### src/rtl/adc_channel_averager.sv
// Per-channel 2^avgLog2 ADC sample averager with a CSR-popped result FIFO and a level IRQ; optional ADC_AVG_TIMESTAMP_EN stamps results.
// CSR reads return data 2 cycles after the strobe; a result that meets a full FIFO is dropped and flagged sticky.

module fifo #(
  parameter int WIDTH = 32,
  parameter int DEPTH = 32
) (
  input  logic                   clk,
  input  logic                   reset,
  input  logic                   flush,
  input  logic                   push,
  input  logic [WIDTH-1:0]       push_dat,
  input  logic                   pop,
  output logic [WIDTH-1:0]       pop_dat,
  output logic [$clog2(DEPTH):0] level,
  output logic                   empty,
  output logic                   full
);
  localparam int AW = $clog2(DEPTH);
  localparam logic [AW:0] DEPTH_L = DEPTH[AW:0];
  localparam logic [AW:0] PTR_ONE = (AW+1)'(1);

  logic [WIDTH-1:0] mem [DEPTH];
  logic [AW:0]      wr_ptr;
  logic [AW:0]      rd_ptr;
  logic             push_ok;
  logic             pop_ok;

  assign level   = wr_ptr - rd_ptr;
  assign empty   = (wr_ptr == rd_ptr);
  assign full    = (level == DEPTH_L);
  assign pop_ok  = pop && !empty;
  // A pop in the same cycle frees the slot, so a push into a full FIFO still lands.
  assign push_ok = push && (!full || pop_ok);
  assign pop_dat = mem[rd_ptr[AW-1:0]];

  always_ff @(posedge clk) begin
    if (push_ok && !flush) begin
      mem[wr_ptr[AW-1:0]] <= push_dat;
    end
  end

  always_ff @(posedge clk) begin
    if (reset || flush) begin
      wr_ptr <= '0;
      rd_ptr <= '0;
    end else begin
      if (push_ok) wr_ptr <= wr_ptr + PTR_ONE;
      if (pop_ok)  rd_ptr <= rd_ptr + PTR_ONE;
    end
  end
endmodule

module adc_channel_averager #(
  parameter int CHANNELS     = 8,
  parameter int DATA_WIDTH   = 12,
  parameter int AVG_LOG2_MAX = 6,
  parameter int FIFO_DEPTH   = 32
) (
  input  logic                  clk,
  input  logic                  reset,
  input  logic                  sampleInValid,
  input  logic [3:0]            sampleInChannel,
  input  logic [DATA_WIDTH-1:0] sampleInData,
  input  logic [1:0]            csrAddress,
  input  logic                  csrRead,
  input  logic                  csrWrite,
  input  logic [31:0]           csrDataIn,
  output logic [31:0]           csrDataOut,
  output logic                  csrValid,
  output logic                  irq
);
  localparam int ACC_W = DATA_WIDTH + AVG_LOG2_MAX;
  localparam int CNT_W = (AVG_LOG2_MAX > 0) ? AVG_LOG2_MAX : 1;
  localparam int CH_W  = (CHANNELS > 1) ? $clog2(CHANNELS) : 1;
  localparam int LVL_W = $clog2(FIFO_DEPTH) + 1;
  localparam logic [2:0] AVG_MAX = 3'(AVG_LOG2_MAX);
  localparam logic [4:0] CH_LIM  = 5'(CHANNELS);
  localparam logic [1:0] ADDR_CTRL   = 2'd0;
  localparam logic [1:0] ADDR_STATUS = 2'd1;
  localparam logic [1:0] ADDR_FIFO   = 2'd2;
  localparam logic [1:0] ADDR_THR    = 2'd3;

  logic             enable;
  logic             irq_en;
  logic [2:0]       avg_log2;
  logic [7:0]       threshold;
  logic             overflow;
  logic [ACC_W-1:0] acc [CHANNELS];
  logic [CNT_W-1:0] cnt [CHANNELS];

  logic             ctrl_wr;
  logic             thr_wr;
  logic             flush;
  logic             fifo_rd;
  logic [2:0]       avg_wr;
  logic             clear_acc;
  logic             acc_active;
  logic             acc_done;
  logic [CH_W-1:0]  ch;
  logic [ACC_W-1:0] acc_sum;
  logic [ACC_W-1:0] acc_shift;
  logic [CNT_W-1:0] cnt_last;
  logic [11:0]      ts;
  logic [31:0]      push_word;
  logic             fifo_push;
  logic             drop;
  logic             fifo_empty;
  logic             fifo_full;
  logic [31:0]      fifo_dat;
  logic [LVL_W-1:0] fifo_level;
  logic [31:0]      rd_mux;
  logic [31:0]      rd_dat_s1;
  logic             rd_vld_s1;
  logic             unused_bits;

  assign ctrl_wr   = csrWrite && (csrAddress == ADDR_CTRL);
  assign thr_wr    = csrWrite && (csrAddress == ADDR_THR);
  assign flush     = ctrl_wr && csrDataIn[5];
  assign fifo_rd   = csrRead && (csrAddress == ADDR_FIFO);
  assign avg_wr    = (csrDataIn[3:1] > AVG_MAX) ? AVG_MAX : csrDataIn[3:1];
  // Disabling or re-scaling restarts every channel so no average mixes two settings.
  assign clear_acc = ctrl_wr && (!csrDataIn[0] || (avg_wr != avg_log2));

  assign ch         = sampleInChannel[CH_W-1:0];
  assign acc_active = enable && sampleInValid && ({1'b0, sampleInChannel} < CH_LIM);
  assign acc_sum    = acc[ch] + ACC_W'(sampleInData);
  assign acc_shift  = acc_sum >> avg_log2;
  assign cnt_last   = CNT_W'((1 << avg_log2) - 1);
  assign acc_done   = (cnt[ch] == cnt_last);
  assign fifo_push  = acc_active && acc_done && !clear_acc;
  assign drop       = fifo_push && fifo_full && !fifo_rd;
  assign push_word  = {sampleInChannel, ts, 16'(acc_shift[DATA_WIDTH-1:0])};

`ifdef ADC_AVG_TIMESTAMP_EN
  always_ff @(posedge clk) begin
    if (reset || flush) ts <= '0;
    else                ts <= ts + 12'd1;
  end
`else
  assign ts = '0;
`endif

  always_ff @(posedge clk) begin
    if (reset || clear_acc) begin
      for (int i = 0; i < CHANNELS; i++) begin
        acc[i] <= '0;
        cnt[i] <= '0;
      end
    end else if (acc_active) begin
      if (acc_done) begin
        acc[ch] <= '0;
        cnt[ch] <= '0;
      end else begin
        acc[ch] <= acc_sum;
        cnt[ch] <= cnt[ch] + CNT_W'(1);
      end
    end
  end

  fifo #(.WIDTH(32), .DEPTH(FIFO_DEPTH)) u_fifo (
    .clk      (clk),
    .reset    (reset),
    .flush    (flush),
    .push     (fifo_push),
    .push_dat (push_word),
    .pop      (fifo_rd),
    .pop_dat  (fifo_dat),
    .level    (fifo_level),
    .empty    (fifo_empty),
    .full     (fifo_full)
  );

  always_ff @(posedge clk) begin
    if (reset) begin
      enable    <= 1'b0;
      avg_log2  <= '0;
      irq_en    <= 1'b0;
      threshold <= '0;
      overflow  <= 1'b0;
    end else begin
      if (ctrl_wr) begin
        enable   <= csrDataIn[0];
        avg_log2 <= avg_wr;
        irq_en   <= csrDataIn[4];
      end
      if (thr_wr) threshold <= csrDataIn[7:0];
      if (flush)     overflow <= 1'b0;
      else if (drop) overflow <= 1'b1;
    end
  end

  always_comb begin
    rd_mux = '0;
    case (csrAddress)
      ADDR_CTRL:   rd_mux = {26'd0, 1'b0, irq_en, avg_log2, enable};
      ADDR_STATUS: rd_mux = {21'd0, overflow, fifo_full, fifo_empty, 8'(fifo_level)};
      ADDR_FIFO:   rd_mux = fifo_empty ? 32'd0 : fifo_dat;
      default:     rd_mux = {24'd0, threshold};
    endcase
  end

  // Stage 1 captures the pre-write view at the strobe edge; stage 2 presents it.
  always_ff @(posedge clk) begin
    if (reset) begin
      rd_vld_s1  <= 1'b0;
      rd_dat_s1  <= '0;
      csrValid   <= 1'b0;
      csrDataOut <= '0;
      irq        <= 1'b0;
    end else begin
      rd_vld_s1 <= csrRead;
      if (csrRead) rd_dat_s1 <= rd_mux;
      csrValid <= rd_vld_s1;
      if (rd_vld_s1) csrDataOut <= rd_dat_s1;
      irq <= irq_en && (threshold != 8'd0) && (16'(fifo_level) >= 16'(threshold));
    end
  end

  assign unused_bits = ^{csrDataIn[31:8], acc_shift[ACC_W-1:DATA_WIDTH]};
endmodule

### config.mk
export PLATFORM = sky130hd
export DESIGN_NAME = adc_channel_averager
export DESIGN_NICKNAME = d
export VERILOG_FILES = /design/src/rtl/adc_channel_averager.sv
export SDC_FILE = /design/constraint.sdc
export NUM_CORES = 1
export LEC_CHECK = 0
export BUFFER_PORTS_ARGS = -buffer_cell sky130_fd_sc_hd__buf_2
export CORE_MARGIN = 5
export CORE_UTILIZATION = 30
export DETAILED_ROUTE_END_ITERATION = 8
export GPL_TIMING_DRIVEN = 0
export SLEW_MARGIN = 20
export SYNTH_ARGS = -nofsm -noshare
export SYNTH_HDL_FRONTEND = slang
export SYNTH_SLANG_ARGS = --single-unit
### constraint.sdc
create_clock -name clk -period 8.2 [get_ports clk]
set_clock_uncertainty 0.15 [all_clocks]
set_input_delay 0.41 -clock clk [delete_from_list [all_inputs] [get_ports clk]]
set_output_delay 0.41 -clock clk [all_outputs]
set_load 0.1 [all_outputs]
Word-level counts from Yosys, hierarchy flattened --
Memory sizes are Yosys's and may differ from the RTL's. A register that Yosys moved wholly into a read port is not among the register bits. Cells that the tools add are included.
Word-level totals: register bits after elaboration 93, memory bits (writable) 704, input port bits 55, output and inout port bits 34, word-level logic and storage cells 91, memories 3
Memory list:
- u_fifo.mem | words 32, bits a word 16, rd ports 1, clocked after memory_dff 1, write ports 1, RTL line 23 | logic [WIDTH-1:0] mem [DEPTH];
- acc | words 8, bits a word 18, rd ports 1, clocked after memory_dff 0, write ports 8, RTL line 89 | logic [ACC_W-1:0] acc [CHANNELS];
- cnt | words 8, bits a word 6, rd ports 1, clocked after memory_dff 0, write ports 8, RTL line 90 | logic [CNT_W-1:0] cnt [CHANNELS];
Operators by class: add/sub/neg operators 6, order comparisons 3, equality and inequality tests 7, shifts and indexed selects 2, muxes and demuxes 25, bitwise logic cells 2, reductions and logical operators 31
Operators by type and width (count):
- 32-bit one-hot mux with 3 select lines | 1
- 18-bit two-way mux | 2
- 32-bit two-way mux | 1
- 18-bit by 12-bit adder with 18-bit output | 1
- 6-bit by 1-bit adder with 6-bit output (second input constant) | 3
- 18-bit OR reduction | 1
- 18-bit by 3-bit right shift with 12-bit output | 1
- 1-bit logical AND | 16
- 1-bit two-way mux | 14
- 6-bit equality test | 2
- 6-bit two-way mux | 2
- 5-bit two-way mux | 2
- 3-bit two-way mux | 3
- 6-bit by 8-bit greater-or-equal comparator with 1-bit output | 1
- 8-bit nonzero test | 1
- 6-bit equality test (second input constant) | 1
- 1-bit logical NOT | 6
- 6-bit OR reduction | 1
- 1-bit by 3-bit << shifter with 6-bit output (first input constant) | 1
- 6-bit by 2-bit subtractor with 6-bit output (second input constant) | 1
- 6-bit subtractor | 1
- 2-bit equality test (second input constant) | 2
- 1-bit logical OR | 4
- 4-bit < comparator (second input constant) | 1
- 6 further kinds | 7

Longest topological paths before layout --
depth in word-level cells 11, gate-level depth with buffers 20, depth with buffers taken out 14

Cells and area by module --
Synthesis repeated with hierarchy kept, for this count alone.
Unflattened totals: cell total of the unflattened synthesis 2750, area total of the unflattened synthesis 52679.3 µm²
Modules (own cells, without submodules):
- fifo | instances 1, cells an instance 1606, area an instance 39839.5 µm², sequential area each 31089.8 µm²
- adc_channel_averager | instances 1, cells an instance 1144, area an instance 12839.8 µm², sequential area each 7387.1 µm²

Least setup slack after synthesis --
No wires, ideal clock.
path type input to register, start point in sampleInChannel[1], end point mem u_fifo.mem[0][8] (netlist bit) (data pin), setup time 0.540 ns, arrival 5.781 ns, required time 7.510 ns, slack 1.729 ns, stages 19, path buffers 6, path through buf_2 -> buf_2 -> buf_2 -> buf_2 -> nor2_1 -> clkbuf_1 -> a22o_1 -> a221oi_1 -> nand3_1 -> ha_1 -> clkbuf_1 -> a2111oi_0 -> o21ai_0 -> and3_1 -> or3_1 -> a211oi_1 -> and2_1 -> nor3_1 -> nor4_1
Between the ends: word-level cells in the longest chain between the ends 3
Ends and longest elaborated chain:
- start: declaration | RTL line 63 | input logic [3:0] sampleInChannel,
- memory 8 x 18 bit
- 18-bit by 12-bit adder with 18-bit output | RTL line 127 | assign acc_sum = acc[ch] + ACC_W'(sampleInData);
- 18-bit by 3-bit right shift with 12-bit output | RTL line 128 | assign acc_shift = acc_sum >> avg_log2;
- net acc_shift[8] | RTL line 102 | logic [ACC_W-1:0] acc_shift;
- end: declaration | RTL line 23
The timed path passes the listed nets, and every way through them passes these cells.

Worst setup path after layout --
start point in sampleInChannel[1], end point mem u_fifo.mem[31][8] (netlist bit) (data pin)
The elaborated chain is that of the path after synthesis.

==> key figures <==
Power and ir drop
  – Overall power: 8800 uW
  – P_leak: ~0.012 uW
  – Pwr per Cell Area: between 200 and 250 nW/um^2
  – VDD IR max: between 0.00015 and 0.0002 V

Global routing
  – Antenna violations before repair: 5
  – Vias in the first global route: about 20000
  – First-pass GRT wire length: about 140 mm
  – Maximum number of pins on one net before global-route repair: 36
  – Total GRT Usage: 0.159
  – Global route overflow: 0

Critical path
  – CP bufs+invs: 10
  – CP max-delay cell: a211oi_1
  – CP Cell Sequence: buf_2 > buf_2 > buf_2 > buf_2 > buf_2 > nor2_1 > clkbuf_1 > a22o_1 > a221oi_1 > nand3_1 > ha_1 > clkbuf_1 > a2111oi_0 > o21ai_0 > and3_1 > or3_1 > a211oi_1 > and2_1 > nor3_1 > nor4_2 > buf_6 > buf_4 > buf_4
  – Reg2reg path depth: 16
  – Slowest stage delay, CP: slightly above 1 ns
  – CP Class: input pin to flop
  – CP top delay family: buffers and inverters
  – Critical path depth: 23
  – Crit path arrival time: 8.12 ns
  – Crit. End Element: flop
  – Crit path top cell by count: buf_2
  – CP startpoint kind: input pin
  – Critical path fanouts, max: 34
  – CP required: ~8.5 ns

Clocking
  – PostCTS Resize Cnt: 0
  – Max H-tree Level: 3
  – Num CTS Buffers: 74
  – Clk_lat worst skew: around 0.65 ns
  – Clock slew at reported path FFs: 0.06 ns
  – Clock Sinks: 770
  – Clk buf depth: 3
  – Root Buffer: clkbuf_16
  – TritonCTS clock tree: yes
  – Post-CTS setup buffer count: 0

Timing
  – Tcrit/Tclk final: 0.950
  – Max Transition Viols Final: 0
  – F_max: between 100 and 150 MHz
  – Rel. slew slack: 0.139
  – Final setup viols: 0
  – Slew @ Worst Pin: around 1.3 ns
  – Hold Fails Final Rpt: 0
  – Final min period: between 7 and 8 ns
  – Unrepaired setup endpoints after global routing: no
  – Final setup margin: between 0.4 and 0.5 ns

Placed design
  – DP Cell Count: 3537
  – Port buffer count: 46
  – RePlAce Congestion: slightly below 0.9
  – Worst slack at placement: -0.00917 ns
  – Hpwl dp: 64.7 mm

Route
  – DR pass1 iterations: 5
  – Vias: around 20000
  – Drc violations: 0
  – Detailed-route wire length: about 94 mm
  – Initial DRC count: 2068
  – ANT nets after route: 0
  – Routed WL per cell: approximately 26 um
  – DR vias/cell: around 5.4

Yosys
  – Area contributors post-synth: edfxtp_1, mux4_2, dfxtp_1
  – Area leader, netlist: edfxtp_1
  – Mapped Cells: 2014
  – Synth top area share: 0.647
  – Cell Area, Synth: 32700 sq um
  – Post-synth EDFFs: around 700
  – FFs w/ async S/R, synth: 0
  – Sequential share of the synthesized area: 0.688
  – Synth Warn #: 0
  – Yosys reg bits: 770
  – Syn Area/Cell: roughly 16 sq um
  – Top_reg_cell synth: edfxtp_1
  – Synth unique cells: about 80

Final layout
  – Area Overhead vs Synth: 18.5%
  – Most frequent cells in the layout: edfxtp_1, nor2_1, mux4_2, nor3_1, clkbuf_1
  – Share of cells above drive strength 1: 0.224
  – # nets final: between 2000 and 2500
  – Non-Filler Instances: around 3700
  – Commonest non-fill, non-tap cell in the layout: edfxtp_1

Die
  – Top Ports: slightly below 90
  – Die area: ~120000 sq um
  – DIE HEIGHT: roughly 340 um
  – Die width: roughly 340 um
  – # rows: around 120
  – Core box area: 109000 sq um
  – Initial Util: 0.301

Min path
  – Hold Crit Depth: 4
  – Hold WC Path Type: input pin to flop

Flow run
  – # Max-Cap Violations: 0

Status
  – Outcome: finished clean
what timing repair did:
item / in CTS / in global routing
hold buffers: 8 / 0
endpoints found under the setup margin: 0 / 0
hold endpoints to repair: 12 / 0
kinds of logic after synthesis:
logic type	share of synthesized area
DFF	0.688
muxes	0.143
adders and majority gates	0.0127
and+or+nand+nor	0.0746
other	0.000115
buffers and inverters	0.0235
AOI/OAI and AO/OA	0.0502
xor gates and xnor gates	0.00831
state kept, by name (all words and copies together), names as in the netlist, 3 cells and up, named ones only:
name	flops
rd_dat_s1	16
u_fifo.rd_ptr	6
csrDataOut	16
acc	144
u_fifo.wr_ptr	6
u_fifo.mem	512
cnt	48
threshold	8
avg_log2	3
stage by stage:
step / hold WS (ns) / utilization / area, sq um / TNS [ns]
2_1_floorplan: 0.291 / - / 32700 / 0
3_3_place_gp: 0.329 / 0.320 / 34700 / -343.07
3_5_place_dp: 0.334 / 0.333 / 36200 / -0.0995
4_1_cts: 0.0555 / 0.356 / 38700 / 0
5_1_grt: 0.121 / 0.356 / 38700 / 0
6_report: 0.0933 / 0.357 / 38700 / 0
layer usage:
metal | global-route usage | part of all wire | routed length [um] | vias up
li1 | - | - | - | 8385
met3 | 0.0249 | 0.074 | 7000 | 200
met4 | 0.0621 | 0.040 | 3760 | 0
met5 | 0 | 0 | 0 | -
met2 | 0.257 | 0.48 | 44900 | 962
met1 | 0.217 | 0.41 | 38500 | 10200
power breakdown:
part	leakage, uW	total (uW)	switching [uW]	internal (uW)
sequential	0.00715	4520	19.0	4500
clock	0.00117	3460	1510	1950
combinational	0.00378	826	593	233
path summary, 6_finish.rpt:
path | start | slack (ns) | endpoint
max | sampleInChannel[1] | 0.41 | u_fifo.mem[31][8]$_DFFE_PP_
min | csrAddress[1] | 0.09 | rd_dat_s1[8]$_SDFFE_PP0P_
max reg2reg | acc[5][7]$_SDFFCE_PN0P_ | 2.42 | u_fifo.mem[31][8]$_DFFE_PP_
min reg2reg | csrDataOut[4]$_SDFFE_PP0P_ | 0.34 | csrDataOut[4]$_SDFFE_PP0P_
cell usage after synthesis, drive strengths merged (4+ instances only):
cell type  instances
a2111oi            5
a211o              4
a211oi            11
a21o               5
a21oi             33
a221oi            18
a22o               8
a22oi             43
a311oi             5
a31oi              6
and2               8
and3               4
buf               63
clkbuf            83
dfxtp             66
edfxtp           704
ha                30
inv               24
mux2              28
mux2i             51
mux4             170
nand2             75
nand2b             9
nand3             35
nand3b             6
nand4             12
nor2             212
nor2b              7
nor3             124
nor3b              4
nor4               8
o211ai             8
o21a               6
o21ai             43
o22ai              4
or3                9
or3b               4
xnor2             20
xor2              11
layout make-up:
type | count | area [sq um]
antenna | 3 | 7.51
buffer | 146 | 669
sequential | 770 | 22500
fill | 10000 | 69800
inverter | 27 | 101
clock inverter | 42 | 504
timing repair buffer | 102 | 1330
multi-input combinational | 1086 | 9940
tap | 1414 | 1770
clock buffer | 90 | 1920
tightest hold or removal path, stage by stage:
cell,delay [ns]
buf_2,0.14
nor2b_1,0.09
nand4_1,0.10
a311oi_1,0.09
No activity file was read; power rests on OpenSTA's default activity.
